### config.mk
export PLATFORM = sky130hd
export DESIGN_NAME = pc_sequencer
export DESIGN_NICKNAME = d
export VERILOG_FILES = /design/src/rtl/pc_sequencer.sv
export SDC_FILE = /design/constraint.sdc
export NUM_CORES = 1
export LEC_CHECK = 0
export BUFFER_PORTS_ARGS = -buffer_cell sky130_fd_sc_hd__clkbuf_2
export CORE_AREA = 10 10 131 133
export DETAILED_ROUTE_END_ITERATION = 12
export DIE_AREA = 0 0 141 143
export GPL_TIMING_DRIVEN = 0
export PLACE_DENSITY = 0.87
export SETUP_SLACK_MARGIN = 0.3
export SYNTH_ARGS = -nofsm -noshare
export SYNTH_HDL_FRONTEND = slang
export SYNTH_SLANG_ARGS = --single-unit
### constraint.sdc
create_clock -name CLK -period 2.65 [get_ports CLK]
set_input_delay 0.53 -clock CLK [delete_from_list [all_inputs] [get_ports CLK]]
set_output_delay 0.53 -clock CLK [all_outputs]
set_load 0.1 [all_outputs]
### src/rtl/pc_sequencer.sv
// Program-counter sequencer with branch redirect and a circular return-address stack.
// The stack keeps a write pointer to the next free slot, so a push while full overwrites the oldest entry.
module pc_sequencer #(
   parameter int                ADDR_W    = 32,
   parameter int                INC       = 4,
   parameter int                RAS_DEPTH = 4,
   parameter logic [ADDR_W-1:0] RESET_VEC = '0
) (
   input  logic              CLK,
   input  logic              RESET,
   input  logic              HOLD,
   input  logic              BRANCH,
   input  logic              CALL,
   input  logic              RET,
   input  logic [ADDR_W-1:0] BRANCH_TARGET,
   output logic [ADDR_W-1:0] PC,
   output logic [ADDR_W-1:0] PC_NEXT,
   output logic              RAS_EMPTY,
   output logic              RAS_FULL,
   output logic              RAS_ERR
);

   localparam int PTR_W = $clog2(RAS_DEPTH);
   localparam int CNT_W = $clog2(RAS_DEPTH + 1);
   localparam logic [ADDR_W-1:0] ALIGN_MASK = ~(ADDR_W'(INC - 1));
   localparam logic [CNT_W-1:0]  CNT_MAX    = CNT_W'(RAS_DEPTH);

   logic [ADDR_W-1:0] pc_q, pc_d;
   logic [PTR_W-1:0]  ptr_q, ptr_d, top_idx;
   logic [CNT_W-1:0]  cnt_q, cnt_d;
   logic              err_q, err_d;
   logic              push;
   logic [ADDR_W-1:0] ras_q [RAS_DEPTH];
   logic [ADDR_W-1:0] target_aligned;

   assign PC_NEXT        = pc_q + ADDR_W'(INC);
   assign PC             = pc_q;
   assign RAS_ERR        = err_q;
   assign RAS_EMPTY      = (cnt_q == '0);
   assign RAS_FULL       = (cnt_q == CNT_MAX);
   assign top_idx        = ptr_q - PTR_W'(1);
   assign target_aligned = BRANCH_TARGET & ALIGN_MASK;

   always_comb begin
      pc_d  = pc_q;
      ptr_d = ptr_q;
      cnt_d = cnt_q;
      err_d = 1'b0;
      push  = 1'b0;
      if (HOLD) begin
         pc_d = pc_q;
      end else if (CALL && RET) begin
         pc_d  = PC_NEXT;
         err_d = 1'b1;
      end else if (RET) begin
         if (cnt_q != '0) begin
            pc_d  = ras_q[top_idx];
            ptr_d = top_idx;
            cnt_d = cnt_q - CNT_W'(1);
         end else begin
            pc_d  = PC_NEXT;
            err_d = 1'b1;
         end
      end else if (CALL) begin
         pc_d  = target_aligned;
         push  = 1'b1;
         ptr_d = ptr_q + PTR_W'(1);
         // Overflow silently recycles the oldest slot; depth stays saturated.
         if (cnt_q != CNT_MAX) cnt_d = cnt_q + CNT_W'(1);
      end else if (BRANCH) begin
         pc_d = target_aligned;
      end else begin
         pc_d = PC_NEXT;
      end
   end

   always_ff @(posedge CLK or negedge RESET) begin
      if (!RESET) begin
         pc_q  <= RESET_VEC;
         ptr_q <= '0;
         cnt_q <= '0;
         err_q <= 1'b0;
      end else begin
         pc_q  <= pc_d;
         ptr_q <= ptr_d;
         cnt_q <= cnt_d;
         err_q <= err_d;
      end
   end

   // Entry contents are never visible before being written, so they need no reset.
   always_ff @(posedge CLK) begin
      if (push) ras_q[ptr_q] <= PC_NEXT;
   end

endmodule

==> results.json <==
{
  "p_per_area_mw_per_mm2": 1270,
  "numCtsBuffers": 17,
  "ir_drop_uv": 1130,
  "crit_chain": "nand4_1, buf_6, or4_4, or4b_4, xnor2_4, clkbuf_16",
  "max_stage_delay_ns": 0.56,
  "syn_area_per_cell_um2": 14.5,
  "clock_path_buffers": 2,
  "rr_worst_depth": 10,
  "io_buffers": 100,
  "utilization": 0.809,
  "ctsHoldBuffers": 0,
  "io-pin-count": 105,
  "slew_viol_final": 0,
  "grt_max_degree": 39,
  "die_area_mm2": 0.0202,
  "routedWlPerCell_um": 28.5,
  "failed_checks": "negative setup slack",
  "die_h_um": 143,
  "power.leakage_nw": 4.49,
  "mostFrequentLayoutCells": "edfxtp_1, buf_4, clkbuf_2",
  "worstSetupStartpoint": "PC[19]",
  "drtAntennaViolNets": 0,
  "wirelength_um": 27100,
  "clock_sinks": 166,
  "outcome": "complete, but fails checks",
  "synth_fp_nets": 559,
  "fin_setup_tns_ns": -5.03,
  "htree_levels": 4,
  "crit_type": "reg2out",
  "crit_family": "simple AND/OR/NAND/NOR gates",
  "worstSetupEndpointType": "output port",
  "r2r-end": "PC[26]",
  "avgViaCountPerCell": 6.59,
  "yosys_warnings": 0,
  "nets": 798,
  "hold_class": "in2async",
  "syn-instance-count": 515,
  "fin_cells": 951,
  "grt_pass1_vias": 6436,
  "grt_pass1_wl_um": 38100,
  "dp_slack_ns": -0.650,
  "crit_arrival_ns": 2.56,
  "grt.total_usage": 0.250,
  "worstPathMaxFanout": 3,
  "startpoint_type": "register",
  "hpwl_um": 14400,
  "dp_cells": 799,
  "crit_slowest_cell": "or4b_4",
  "skew_ns": 0.0143,
  "antenna_cells": 0,
  "syn-cell-area_mm2": 0.00748,
  "worst_slew_pin_slew_ns": 1.16,
  "maxCapViolations": 0,
  "ys_ff_latch": 166,
  "core-area_mm2": 0.0144,
  "start_util": 0.518,
  "setup_viol": 23,
  "crit_buf_inv": 2,
  "fin_crit_sh": 1.17,
  "fin_ws_ns": -0.443,
  "antenna_found_initial": 0,
  "synth.distinct_cells": 43,
  "r2r-start": "ptr_q[0]",
  "required_ns": 2.12,
  "finalHoldViolations": 0,
  "final_common_cell": "edfxtp_1",
  "place_congestion": 0.868,
  "vias": 6263,
  "yosysSeqAreaShare": 0.641,
  "drc_errors": 0,
  "final_cell_area_mm2": 0.0117,
  "overflow": 0,
  "max_freq_ghz": 0.323,
  "cts_tree": "built",
  "placed_area_mm2": 0.00906,
  "drive_gt1_frac": 0.549,
  "layout_min_cycle_time_ns": 3.09,
  "fp.dieW_um": 141,
  "first_pass_iters": 7,
  "area.growth.synth_to_final_pct": 56.2,
  "drt_iter0_markers": 817,
  "rows": 44,
  "clk_latency_ns": 0.44,
  "cts-root-buf": "clkbuf_16",
  "max-slew-margin-rel": 0.228,
  "rsz0062_at_grt": "yes",
  "cts.clk_slew.worst_paths_ns": 0.06,
  "r2r_slack_ns": 0.29
}
report_power, final:
part,internal [W],leakage [nW],switching [W]
Sequential,0.00342,1.57,0.000470
Combinational,0.00309,2.63,0.00520
Clock,0.00159,0.292,0.00102
sequential cells by signal (all words and copies together), names as in the netlist:
| register | cells |
|---|---|
| ras_q | 128 |
| PC | 32 |
| cnt_q | 3 |
| ptr_q | 2 |
| RAS_ERR | 1 |
stage by stage:
stage	power, W	hold slack, ns
after floorplan	0.00897	0.234
after global placement	0.00994	0.543
after detailed placement	0.0101	0.552
after CTS	0.0140	0.308
after global routing	0.0152	0.346
final	0.0148	0.303
cell families after synthesis:
| kind of cell | after synthesis | share of synthesized area |
|---|---|---|
| AO/OA/AOI/OAI | 126 | 0.115 |
| XOR/XNOR | 32 | 0.0375 |
| adder cells (fa/ha/maj) | 6 | 0.0110 |
| buffers and inverters | 60 | 0.0320 |
| flip-flops | 166 | 0.641 |
| multiplexers | 32 | 0.0964 |
| AND/OR/NAND/NOR | 93 | 0.0669 |
synth_stat cells (all sizes together):
cell type	n	area (um2)
a21o	1	7.51
a21oi	35	179
a221o	10	100
a221oi	13	114
a22oi	7	52.6
a2bb2oi	13	114
a31oi	6	37.5
a32o	3	30.0
and2	2	12.5
and3	6	37.5
and4	1	8.76
buf	8	43.8
clkbuf	23	86.3
dfrtp	38	951
edfxtp	128	3840
fa	1	20.0
ha	5	62.6
inv	29	109
mux4	32	721
nand2	17	63.8
nand3	14	82.6
nand4	10	62.6
nor2	15	56.3
nor3	12	60.1
nor3b	3	22.5
nor4	7	43.8
o21a	2	15.0
o21ai	26	130
o21ba	1	10.0
o21bai	1	7.51
o22ai	3	18.8
o31a	4	35.0
o31ai	1	7.51
or2	3	18.8
or3	1	6.26
or4	1	11.3
or4b	1	13.8
xnor2	29	254
xor2	3	26.3
how the worst max path moves through the flow:
| stage | cells past startpoint | slack [ns] | endpoint |
|---|---|---|---|
| 4_1_cts | 6 | -0.39 | PC_NEXT[27] |
| 3_3_place_gp | 4 | -0.63 | ras_q[3][10] |
| 5_1_grt | 6 | -0.48 | PC_NEXT[27] |
| 6_report | 6 | -0.44 | PC_NEXT[27] |
| 2_1_floorplan | 4 | -0.43 | PC_NEXT[27] |
| 3_5_place_dp | 6 | -0.65 | PC_NEXT[26] |
layout make-up:
type | count | area, um2
multi-input cells | 289 | 3500
fillers | 657 | 2750
well taps | 184 | 230
plain buffers | 31 | 258
clock inverters | 10 | 154
inverters | 29 | 111
clock buffers | 22 | 454
flip-flops and latches | 166 | 4880
repair buffers | 220 | 2090
per-layer routing:
layer / global-route usage / vias up / wire length, um
met1: 0.294 / 3128 / 9500
met3: 0.0687 / 115 / 2550
met2: 0.422 / 490 / 13700
met4: 0.111 / 0 / 1380
met5: 0 / - / 0
li1: - / 2530 / -
repair_timing:
item / CTS / global route
cloned: 1 / 0
pin swaps: 49 / 39
buffers inserted: 79 / 40
gates resized for setup: 149 / 55
endpoints found under the setup margin: 85 / 181
Note: power is estimated with default switching activity, not from simulation.
